<file path="src/rtl/ad_sample_window_pkg.sv">
// ad_sample_window_pkg
// Shared definitions for the acquisition window generator:
//   - default widths for the delay, length and divider configuration fields
//   - HOLD_CYC, the minimum low time of ad_sample_en before frame_done
//   - 3-bit gray-coded state encoding for the window state machine
package ad_sample_window_pkg;

   localparam int unsigned DEF_DELAY_W = 16;
   localparam int unsigned DEF_LEN_W   = 13;
   localparam int unsigned DEF_DIV_W   = 4;
   localparam int unsigned HOLD_CYC    = 4;
   localparam int unsigned HOLD_W      = $clog2(HOLD_CYC + 1);

   // Gray sequence along the normal path IDLE->DELAY->ARM_W->SAMPLE->HOLD.
   typedef enum logic [2:0] {
      IDLE   = 3'b000,
      DELAY  = 3'b001,
      ARM_W  = 3'b011,
      SAMPLE = 3'b010,
      HOLD   = 3'b110
   } state_t;

endpackage

</file>
<file path="src/rtl/ad_clk_div.sv">
// ad_clk_div
// Free-running divider producing the ADC / FIFO write clock.
// ad_clk toggles whenever div_cnt reaches div_l, giving a period of 2*(div_l+1) clk.
// div_l is reloaded from cfg_div only at a toggle and only while idle is high, so a
// new ratio always starts on a fresh half-period and never produces a short pulse.
// Ports:
//   clk, reset_n  system clock, asynchronous active-low reset
//   idle          window state machine is in IDLE (reload permitted)
//   cfg_div       requested half-period minus 1, in clk cycles
//   ad_clk        registered divided clock
//   ad_rise       high in the cycle whose closing clk edge drives ad_clk to 1
//   ad_fall       high in the cycle whose closing clk edge drives ad_clk to 0
module ad_clk_div
   import ad_sample_window_pkg::*;
#(
   parameter int unsigned DIV_W = DEF_DIV_W
) (
   input  logic             clk,
   input  logic             reset_n,
   input  logic             idle,
   input  logic [DIV_W-1:0] cfg_div,
   output logic             ad_clk,
   output logic             ad_rise,
   output logic             ad_fall
);

   logic [DIV_W-1:0] div_cnt;
   logic [DIV_W-1:0] div_l;
   logic             toggle;

   assign toggle  = (div_cnt == div_l);
   // Strobes line up with the clk edge at which ad_clk actually changes.
   assign ad_rise = toggle & ~ad_clk;
   assign ad_fall = toggle & ad_clk;

   always_ff @(posedge clk or negedge reset_n) begin
      if (!reset_n) begin
         ad_clk  <= 1'b0;
         div_cnt <= '0;
         div_l   <= '0;
      end else if (toggle) begin
         ad_clk  <= ~ad_clk;
         div_cnt <= '0;
         if (idle) begin
            div_l <= cfg_div;
         end
      end else begin
         div_cnt <= div_cnt + DIV_W'(1);
      end
   end

endmodule

</file>
<file path="src/rtl/ad_sample_window.sv">
// ad_sample_window
// Acquisition window generator feeding the external-FIFO write controller.
// A rising edge on burst_syn (synchronised, edge-detected) starts a programmed delay,
// after which ad_sample_en opens on an ad_clk falling edge and stays open for exactly
// cfg_length ad_clk rising edges, closing on the following falling edge. After a hold
// period frame_done pulses for one clk. Triggers that cannot start a frame are counted.
// Ports:
//   clk, reset_n   100 MHz system clock, asynchronous active-low reset
//   burst_syn      asynchronous pulser trigger (rising edge significant)
//   arm_idle       1 = ARM has finished reading the previous frame
//   cfg_enable     acquisition enable; low aborts an active frame
//   cfg_delay      trigger-to-window delay in clk cycles
//   cfg_length     samples per frame (0 = trigger rejected)
//   cfg_div        ad_clk half-period minus 1 in clk cycles
//   ad_clk         ADC / FIFO write clock
//   ad_sample_en   sample window enable
//   busy           state machine not in IDLE
//   frame_done     one-clk pulse at window completion
//   drop_cnt       saturating count of ignored triggers
module ad_sample_window
   import ad_sample_window_pkg::*;
#(
   parameter int unsigned DELAY_W = DEF_DELAY_W,
   parameter int unsigned LEN_W   = DEF_LEN_W,
   parameter int unsigned DIV_W   = DEF_DIV_W
) (
   input  logic               clk,
   input  logic               reset_n,
   input  logic               burst_syn,
   input  logic               arm_idle,
   input  logic               cfg_enable,
   input  logic [DELAY_W-1:0] cfg_delay,
   input  logic [LEN_W-1:0]   cfg_length,
   input  logic [DIV_W-1:0]   cfg_div,
   output logic               ad_clk,
   output logic               ad_sample_en,
   output logic               busy,
   output logic               frame_done,
   output logic [7:0]         drop_cnt
);

   state_t             state;
   logic               sync1, sync2, sync3;
   logic               trig;
   logic               accept;
   logic               in_idle;
   logic               ad_rise, ad_fall;
   logic [DELAY_W-1:0] dly_l, dly_cnt;
   logic [LEN_W-1:0]   len_l, smp_cnt;
   logic [HOLD_W-1:0]  hold_cnt;

   assign in_idle = (state == IDLE);
   assign busy    = ~in_idle;
   assign accept  = trig & in_idle & cfg_enable & arm_idle & (cfg_length != '0);

   ad_clk_div #(
      .DIV_W (DIV_W)
   ) u_div (
      .clk     (clk),
      .reset_n (reset_n),
      .idle    (in_idle),
      .cfg_div (cfg_div),
      .ad_clk  (ad_clk),
      .ad_rise (ad_rise),
      .ad_fall (ad_fall)
   );

   // Two-stage synchroniser plus a history stage; trig is registered so it is a
   // clean one-clk pulse three clk edges after the external rising edge.
   always_ff @(posedge clk or negedge reset_n) begin
      if (!reset_n) begin
         sync1 <= 1'b0;
         sync2 <= 1'b0;
         sync3 <= 1'b0;
         trig  <= 1'b0;
      end else begin
         sync1 <= burst_syn;
         sync2 <= sync1;
         sync3 <= sync2;
         trig  <= sync2 & ~sync3;
      end
   end

   always_ff @(posedge clk or negedge reset_n) begin
      if (!reset_n) begin
         state        <= IDLE;
         ad_sample_en <= 1'b0;
         frame_done   <= 1'b0;
         drop_cnt     <= '0;
         dly_l        <= '0;
         dly_cnt      <= '0;
         len_l        <= '0;
         smp_cnt      <= '0;
         hold_cnt     <= '0;
      end else begin
         frame_done <= 1'b0;

         // Any trigger that does not start a frame is a drop, including one that
         // arrives together with an abort or while cfg_enable is low in IDLE.
         if (trig && !accept && drop_cnt != 8'hff) begin
            drop_cnt <= drop_cnt + 8'd1;
         end

         if (!in_idle && !cfg_enable) begin
            state        <= IDLE;
            ad_sample_en <= 1'b0;
         end else begin
            unique case (state)
               IDLE: begin
                  if (accept) begin
                     dly_l   <= cfg_delay;
                     len_l   <= cfg_length;
                     dly_cnt <= '0;
                     state   <= DELAY;
                  end
               end
               DELAY: begin
                  // Counter stops at the target, so a full-scale delay cannot wrap.
                  if (dly_cnt >= dly_l) begin
                     state <= ARM_W;
                  end else begin
                     dly_cnt <= dly_cnt + DELAY_W'(1);
                  end
               end
               ARM_W: begin
                  if (ad_fall) begin
                     ad_sample_en <= 1'b1;
                     smp_cnt      <= '0;
                     state        <= SAMPLE;
                  end
               end
               SAMPLE: begin
                  if (ad_fall && smp_cnt >= len_l) begin
                     ad_sample_en <= 1'b0;
                     hold_cnt     <= '0;
                     state        <= HOLD;
                  end else if (ad_rise && smp_cnt < len_l) begin
                     smp_cnt <= smp_cnt + LEN_W'(1);
                  end
               end
               HOLD: begin
                  if (hold_cnt == HOLD_W'(HOLD_CYC - 1)) begin
                     frame_done <= 1'b1;
                     state      <= IDLE;
                  end else begin
                     hold_cnt <= hold_cnt + HOLD_W'(1);
                  end
               end
               default: begin
                  state        <= IDLE;
                  ad_sample_en <= 1'b0;
               end
            endcase
         end
      end
   end

endmodule

</file>
<file path="config.mk">
export PLATFORM = sky130hd
export DESIGN_NAME = ad_sample_window
export DESIGN_NICKNAME = d
export VERILOG_FILES = /design/src/rtl/ad_sample_window_pkg.sv /design/src/rtl/ad_clk_div.sv /design/src/rtl/ad_sample_window.sv
export SDC_FILE = /design/constraint.sdc
export NUM_CORES = 1
export LEC_CHECK = 0
export ABC_AREA = 1
export ABC_CLOCK_PERIOD_IN_PS = 1750
export BUFFER_PORTS_ARGS = -buffer_cell sky130_fd_sc_hd__buf_2
export CAP_MARGIN = 20
export CORE_ASPECT_RATIO = 0.8
export CORE_MARGIN = 5
export CORE_UTILIZATION = 54
export CTS_CLUSTER_DIAMETER = 60
export DETAILED_ROUTE_END_ITERATION = 8
export PLACE_DENSITY_LB_ADDON = 0.25
export SYNTH_ARGS = -nofsm -noshare
export SYNTH_HDL_FRONTEND = slang
export SYNTH_HIERARCHICAL = 1
export SYNTH_SLANG_ARGS = --single-unit
</file>
<file path="constraint.sdc">
create_clock -name clk -period 1.75 [get_ports clk]
set_input_delay 0.35 -clock clk [delete_from_list [all_inputs] [get_ports clk]]
set_output_delay 0.35 -clock clk [all_outputs]
set_load 0.01 [all_outputs]
</file>
# ---- Word level (Yosys, flattened, before mapping)
# Index checks and enable logic that the tools add are counted.
dict set report totals {
  out_inout_bits 12
  word_cells 101
  reg_bits 87
  in_bits 38
}
dict set report op_classes {
  n_eq_ne 20
  add_sub_neg 5
  order_cmp 3
  n_bitwise 11
  n_reduce_logical 21
  mux 25
}
# operator count
set op_table {}
lappend op_table {{13-bit two-way mux} 3}
lappend op_table {{16-bit two-way mux} 2}
lappend op_table {{16-bit one-hot mux with 2 select lines} 1}
lappend op_table {{13-bit one-hot mux with 2 select lines} 1}
lappend op_table {{3-bit two-way mux} 8}
lappend op_table {{16-bit by 1-bit adder with 16-bit output (second input constant)} 1}
lappend op_table {{16-bit greater-or-equal comparator} 1}
lappend op_table {{3-bit one-hot mux with 5 select lines} 1}
lappend op_table {{2-bit inequality test (second input constant)} 7}
lappend op_table {{13-bit by 1-bit adder with 13-bit output (second input constant)} 1}
lappend op_table {{13-bit greater-or-equal comparator} 1}
lappend op_table {{13-bit < comparator} 1}
lappend op_table {{13-bit nonzero test} 1}
lappend op_table {{3-bit inequality test (second input constant)} 4}
lappend op_table {{5-bit AND reduction} 2}
lappend op_table {{3-bit by 2-bit == test with 1-bit output (second input constant)} 3}
lappend op_table {{8-bit by 1-bit adder with 8-bit output (second input constant)} 1}
lappend op_table {{8-bit inequality test (second input constant)} 1}
lappend op_table {{4-bit AND reduction} 2}
lappend op_table {{1-bit bitwise AND} 7}
lappend op_table {{1-bit two-way mux} 6}
lappend op_table {{3-bit one-hot mux with 2 select lines} 1}
lappend op_table {{3-bit AND reduction} 2}
lappend op_table {{2-bit nonzero test} 3}
lappend op_table {{other kinds (15)} 24}

# ---- Logic depth before layout (Yosys ltp)
# Gate-level depths: netlist (run 1).
dict set report logic_depth {
  word_depth 8
  ltp_mapped 16
  mapped_depth_nobuf 16
}

# ---- Hierarchy
# Netlist (run 1), hierarchy kept.
# module cells_each area_per_inst_um2 seq_area_each_um2 n_inst
set modules_own_cells {}
lappend modules_own_cells {ad_sample_window 616 4738.3 1951.9 1}
lappend modules_own_cells {ad_clk_div 61 505.5 225.2 1}

# ---- Least setup slack after synthesis (run 1)
# OpenSTA, ideal clock, no wires.
dict set report synth_timing {
  path_kind {register -> register}
  startpoint {register u_div.div_cnt[2]}
  endpoint {register smp_cnt[9]}
  setup_slack_ps -30
  path_buffers 1
  stages_incl_launch_ff 16
  t_arrival_ps 1662
  synth_period_minus_slack_ps 1780
  path_cell_list {dfrtp_1 -> nand2_1 -> nand2_4 -> nor2_8 -> nand2_4 -> clkinv_4 -> nand2_2 -> inv_2 -> inv_1 -> nor2_1 -> nand3_1 -> a21oi_4 -> nand2_4 -> buf_6 -> nand2_1 -> o21ai_2}
}
dict set report synth_between {
  elab_chain_cells 5
  elab_cells_between_ends 9
  classes_between {eq/ne: 4; bitwise: 2; reduce/logical: 3}
}
# element line_no
set synth_rtl {}
lappend synth_rtl {{from (decl)} ad_clk_div.sv:27} ;# logic [DIV_W-1:0] div_cnt;
lappend synth_rtl {{from (signal assigned)} ad_clk_div.sv:48} ;# div_cnt <= div_cnt + DIV_W'(1);
lappend synth_rtl {{4-bit == test} ad_clk_div.sv:31} ;# assign toggle = (div_cnt == div_l);
lappend synth_rtl {{1-bit bitwise AND} ad_clk_div.sv:33} ;# assign ad_rise = toggle & ~ad_clk;
lappend synth_rtl {{net ad_rise} ad_sample_window.sv:47} ;# logic ad_rise, ad_fall;
lappend synth_rtl {{1-bit logical AND} ad_sample_window.sv:137} ;# end else if (ad_rise && smp_cnt < len_l) begin
lappend synth_rtl {{2-bit inequality test (no source line)} n/a}
lappend synth_rtl {{5-bit AND reduction (no source line)} n/a}
lappend synth_rtl {{to (signal assigned)} ad_sample_window.sv:138} ;# smp_cnt <= smp_cnt + LEN_W'(1);
lappend synth_rtl {{to (decl)} ad_sample_window.sv:49} ;# logic [LEN_W-1:0] len_l, smp_cnt;
# The timed path passes the listed nets, and every way through them passes these cells.
# A chain may end at the register's enable or synchronous reset.

# ---- Worst setup path in the final report (run 1)
dict set report layout_timing {
  startpoint {register len_l[3]}
  endpoint {register smp_cnt[3]}
}
dict set report layout_between {
  elab_chain_cells 4
  elab_cells_between_ends 7
  classes_between {order compare: 2; eq/ne: 2; reduce/logical: 3}
}
# element line_no
set layout_rtl {}
lappend layout_rtl {{from (decl)} ad_sample_window.sv:49}
lappend layout_rtl {{from (signal assigned)} ad_sample_window.sv:112} ;# len_l <= cfg_length;
lappend layout_rtl {{13-bit < comparator or 13-bit greater-or-equal comparator (tied branches)} {ad_sample_window.sv:137, ad_sample_window.sv:133}}
lappend layout_rtl {{1-bit logical AND, on equally long branches} {ad_sample_window.sv:137, ad_sample_window.sv:133}}
lappend layout_rtl {{2-bit inequality test (no source line)} n/a}
lappend layout_rtl {{5-bit AND reduction (no source line) (*)} n/a}
# Mark *: on every way between the ends. The rest lies on a longest branch, timed or not.

==> run metrics, run 1 <==
clock buffer depth=2; DRT Pass-1 Iters=6; Top FF cell, synth=dfrtp_1; GRT Total Usage=23.0%; synth cell count leaders=175 x nand2_1, 107 x inv_1, 87 x dfrtp_1; reg2reg end=smp_cnt[3]; most used cell, CP=nand2_4; Clock Skew=0.0101 ns; FMAX=0.502 GHz; dpl hpwl=8900 µm; final period utilization=114%; critical path arrival=2.22 ns; Gate power share=50.9%; H-Tree Depth=3; Die Wd=120 µm; Routed WL=14600 µm; post-synthesis cell area=5240 µm²; post-synthesis cell count=677; gp weighted congestion=0.923; Skew-Pair Late Insertion Delay=0.34 ns; sequential share of the synthesized area=41.5%; vias in the first global route=4884; Critical Path Fanout Max=7; smallest setup slack after layout=-0.243 ns; Vias=5034; Starting Density=54.8%; Post-Syn Area per Cell=7.75 µm²; register bit total from synthesis=87; Startpoint Class=flop; Worst Max-Slew Pin Slew=0.499 ns; placed cell areas=6180 µm²; ANT nets after route=0; # nets final=902; share of total power in sequential cells=28.5%; R2R Path Start=len_l[3]; IO Pins=50; first-pass GRT wire length=22000 µm; CTS buffer count=9; Root Buffer=clkbuf_16; CP max stage cell=dfrtp_1; Clock Power Share=20.6%; drt first-iter violations=410; failing checks=setup timing; Relative slew margins=66.7%; Distinct cells, synth=36; layout cells sized above 1=36.8%; CP Capture Type=flop; final setup fails=36; crit path time final=1.99 ns; most frequent cell after synthesis=nand2_1; Leak=0.00384 µW; Core Rows=32; CTS tree=yes; yosys warns=6; FFs w/ async S/R, synth=100%; final hold slack=0.00929 ns; max-slew violation count=0; Final Instance Area=7360 µm²; maximum vdd drop=0.00103 V; Post-synth EDFFs=0; worst setup path class=flop to flop; core region area=9570 µm²; Residual DRC=0; # port buffers=49; Die ar.=11800 µm²; status=complete, but fails checks; Synth area leader=dfrtp_1; die extent in y=98.1 µm; Layout area overhead=40.3%; RSZ-0062 raised after global routing=yes; worst reg2reg path depth=13; P per Cell Area=1510 nW/µm²; Synth top area share=41.5%; CP peak stage delay=0.37 ns; FF-to-FF setup slack=-0.24 ns; Worst Hold Class=primary input to async pin; ant diodes=0; Overflow after GRT=0; max cap viols=0; pre-CTS setup slack=-0.284 ns; Sink Count=87; cts hold-fix bufs=0; endpoints failing hold=0; vias per cell=5.28; worst-path cell chain=inv_1, ha_1, nand2_4, inv_1, nand2_1, nand3_4, nand2_4, nand3_4, a21oi_4, buf_12, nand2_8, nand2_4, o21ai_2; critical path required time=1.97 ns; Pint=6670 µW; Switching Fraction=40.1%; post-DR wirelength/cell=15.3 µm; main area contributors after synthesis=dfrtp_1 42%, nand2_1 13%, ha_1 8.4%; Synth Net Count=750; Worst-path clk slew=0.07 ns; antenna violations before repair=0; Critical Path Source=len_l[3]; Switch Pwr=4470 µW; largest net degree at the start of global routing=88
worst max path at each step:
stage,end,slack [ns]
2_1_floorplan,smp_cnt[9],-0.01
3_3_place_gp,smp_cnt[2],-0.20
3_5_place_dp,smp_cnt[9],-0.28
4_1_cts,smp_cnt[3],-0.17
5_1_grt,smp_cnt[3],-0.31
6_report,smp_cnt[3],-0.24
cell type report:
class,instances,area [µm²]
multi-input combinational,466,3150
inverter,115,444
sequential,87,2180
fill,593,2210
clock inverter,5,104
clock buffer,11,253
timing repair buffer,150,1080
tap,119,149
state kept, by name, summed over array words and instances (netlist names):
register and cells:
dly_cnt 16, dly_l 16, len_l 13, smp_cnt 13, drop_cnt 8, u_div/div_cnt 4
u_div/div_l 4, hold_cnt 3, state 3, ad_sample_en 1, frame_done 1, sync1 1
sync2 1, sync3 1, trig 1, u_div/ad_clk 1
per-stage QoR:
step / cells / power, µW / utilization, % / setup TNS (ns)
after detailed placement: 906 / 7370 / 64.6 / -5.15
after CTS: 941 / 10200 / 72.5 / -3.98
final: 953 / 11100 / 76.9 / -5.03
after floorplan: 677 / 5750 / - / -0.0607
after global placement: 906 / 7160 / 64.6 / -3.25
after global routing: 953 / 11800 / 76.9 / -8.55
power by group through the flow:
stage / combinational, µW / sequential (µW) / clock (µW)
after CTS: 4780 / 3130 / 2310
after global routing: 6180 / 3240 / 2430
after floorplan: 2550 / 3200 / 0
after global placement: 4040 / 3120 / 0
after detailed placement: 4220 / 3150 / 0
final: 5670 / 3180 / 2290
cell families after synthesis:
kind of cell / count (synthesis) / synth area share [%]
AND/OR/NAND/NOR: 334 / 28.4
buffers and inverters: 127 / 9.90
flip-flops: 87 / 41.5
AO/OA/AOI/OAI: 70 / 7.80
adder cells (fa/ha/maj): 35 / 8.35
XOR/XNOR: 23 / 3.84
multiplexers: 1 / 0.215
worst max-delay path: cells and delay by family (launching register included):
| kind | cells | cell delay, ns |
|---|---|---|
| AO/OA/AOI/OAI | 2 | 0.25 |
| AND/OR/NAND/NOR | 7 | 0.67 |
| adder cells (fa/ha/maj) | 1 | 0.33 |
| buffers and inverters | 3 | 0.26 |
| flip-flops | 1 | 0.37 |
layout by cell type (no fill, tap or decap), types with 5 or more instances in the layout:
cell type	instances
dfrtp_1	87
buf_2	48
buf_4	91
inv_1	96
clkbuf_16	9
o21ai_1	10
nand3_1	25
nor2_4	7
nor3_1	11
ha_1	24
nand2_2	32
nand2_1	129
a21oi_2	6
nand3b_1	5
nor2_1	61
a21oi_1	19
nand3_2	9
inv_2	15
nand4_1	18
buf_6	7
o21ai_0	12
ha_4	11
o21ai_2	18
nand2_4	21
xor2_1	20
routing by layer:
layer	global-route usage [%]	vias up	routed length, µm
li1	-	2437	-
met1	29.5	2395	6240
met2	39.2	164	7250
met3	4.75	38	739
met4	6.78	0	349
met5	0	-	0
timing repair:
action / in CTS / in global routing
gates resized for setup: 51 / 80
gates cloned: 4 / 0
setup endpoints to repair: 36 / 37
setup buffers: 15 / 14
pin swaps: 19 / 43
Note: power is estimated with default switching activity, not from simulation.
==> run 2: changes to the inputs <==
- RECOVER_POWER: not set -> 100
==> run 2 against run 1 <==
The flow still finishes with violations (setup timing). Sequential share of layout area grew 0.26 points. Worst setup slack gained 0.0014 ns. Non-clock buffer count is the same. Combinational power shrank 2%. Sequential power is essentially flat. Die area is the same. Via count shrank 0.32%. Clock power is essentially flat. Clock-buffer cell count is the same. Critical path type unchanged. Highest routed layer unchanged.
==> run metrics, run 2 (synthesized netlist as in run 1, its figures left out) <==
Leak=0.00378 µW (-1.5%); Relative slew margins=19.0% (-48 points); Core Util, Final=76.2% (-0.67 points); final period utilization=114% (about the same); vias per cell=5.27 (-0.32%); Die Wd=120 µm (unchanged); IO Pins=50 (unchanged); worst setup path class=flop to flop; Sink Count=87 (unchanged); critical path required time=1.97 ns (about the same); Clock Skew=0.00867 ns (-0.00143 ns); largest net degree at the start of global routing=88 (unchanged); Residual DRC=0 (unchanged); layout cells sized above 1=34.7% (-2.2 points); Worst Max-Slew Pin Slew=1.22 ns (+0.716 ns); commonest cells after routing, fill and taps aside=131 x nand2_1, 96 x inv_1, 87 x dfrtp_1; antenna violations before repair=0 (unchanged); clock buffer depth=2 (unchanged); FF-to-FF setup slack=-0.24 ns (about the same); RSZ-0062 raised after global routing=yes; final hold slack=0.114 ns (+0.105 ns); R2R Path Start=len_l[3]; CP Capture Type=flop; Critical Path Source=len_l[3]; first-pass GRT wire length=22000 µm (unchanged); FMAX=0.502 GHz (about the same); vias in the first global route=4884 (unchanged); hold path startpoint=burst_syn; Core Rows=32 (unchanged); core region area=9570 µm² (unchanged); cts hold-fix bufs=0 (unchanged); Startpoint Class=flop; dpl hpwl=8900 µm (unchanged); Layout area overhead=39.1%; placed cell areas=6180 µm² (unchanged); DRT Pass-1 Iters=5 (-1); Final Instance Area=7290 µm² (-0.87%); maximum vdd drop=0.00103 V (-0.40%); CTS tree=yes; Hold EP=sync1; Routed WL=14600 µm (+0.23%); max cap viols=0 (unchanged); worst reg2reg path depth=13 (unchanged); Worst-path clk slew=0.07 ns (about the same); drt first-iter violations=393 (-4.1%); smallest setup slack after layout=-0.242 ns (+0.00143 ns); crit path time final=1.99 ns (-0.00143 ns); final setup fails=37 (+2.8%); # nets final=902 (unchanged); CTS buffer count=9 (unchanged); Starting Density=54.8% (unchanged); GRT Total Usage=23.0% (unchanged); H-Tree Depth=3 (unchanged); Tot Pwr=11000 µW (-0.93%); critical path arrival=2.22 ns (about the same); Worst Hold Class=primary input to flop; Die ar.=11800 µm² (unchanged); endpoints failing hold=0 (unchanged); Vias=5018 (-0.32%); # port buffers=49 (unchanged); multi-input logic area=3130 µm² (-0.48%); failing checks=setup timing; Sequential Area=2180 µm² (unchanged); FILL cells=607 (+2.4%); biggest regs=dly_cnt (16), dly_l (16); Overflow after GRT=0 (unchanged); Root Buffer=clkbuf_16; Critical Path Fanout Max=7 (unchanged); Skew-Pair Late Insertion Delay=0.34 ns (about the same); status=complete, but fails checks; P per Cell Area=1510 nW/µm² (about the same); reg2reg end=smp_cnt[3]; die extent in y=98.1 µm (unchanged); max-slew violation count=0 (unchanged); ant diodes=0 (unchanged); commonest non-fill, non-tap cell in the layout=nand2_1; gp weighted congestion=0.923 (unchanged); hold path depth=1; post-DR wirelength/cell=15.3 µm (+0.23%); ANT nets after route=0 (unchanged)
[run 2: cell count changes in the layout (fill, tap and decap cells not counted), sizes merged]
| cell | delta |
|---|---|
| buf | -21 |
| clkbuf | +21 |
[run 2: repair_timing]
| item | 4_1_cts | 5_1_grt |
|---|---|---|
| setup endpoints to repair | 36 | 37 |
| resized for setup | 51 | 80 |
| cloned | 4 | 0 |
| buffers inserted | 15 | 14 |
| pin swaps | 19 | 43 |
[run 2: critical path, stage by stage, from the launching register on]
cell and delay, ns:
dfrtp_1 0.37, inv_1 0.06, ha_1 0.33, nand2_4 0.08
inv_1 0.04, nand2_1 0.10, nand3_4 0.10, nand2_4 0.11
nand3_4 0.08, a21oi_4 0.19, buf_12 0.16, nand2_8 0.10
nand2_4 0.10, o21ai_2 0.06
[run 2: worst max path at each step]
stage | to | depth (start not counted)
3_5_place_dp | smp_cnt[9] | 12
2_1_floorplan | smp_cnt[9] | 15
3_3_place_gp | smp_cnt[2] | 11
5_1_grt | smp_cnt[3] | 13
6_report | smp_cnt[3] | 13
4_1_cts | smp_cnt[3] | 13
[run 2: per-stage QoR]
step / cells / setup WS (ns) / setup TNS, ns
CTS: 941 / -0.172 / -3.98
finish: 953 / -0.242 / -5.04
global placement: 906 / -0.199 / -3.25
global route: 953 / -0.313 / -9.32
detailed placement: 906 / -0.284 / -5.15
floorplan: 677 / -0.0139 / -0.0607
[run 2: cell type report]
class	count	area share (%)
Tap cell	119	2.04
Sequential cell	87	29.9
Multi-Input combinational cell	466	42.9
Inverter	115	6.06
Timing Repair Buffer	150	14.2
Clock buffer	11	3.47
Clock inverter	5	1.42
[run 2: per-layer routing]
| layer | share of wire [%] | track usage [%] |
|---|---|---|
| met1 | 43 | 29.5 |
| met2 | 49 | 39.2 |
| met3 | 5.1 | 4.75 |
| met4 | 2.3 | 6.78 |
| met5 | 0 | 0 |
[run 2: report_power, final]
| group | internal (µW) | leakage [µW] | switching (µW) |
|---|---|---|---|
| clock network | 1470 | 0.000176 | 820 |
| logic | 2420 | 0.00252 | 3140 |
| registers | 2700 | 0.00109 | 472 |
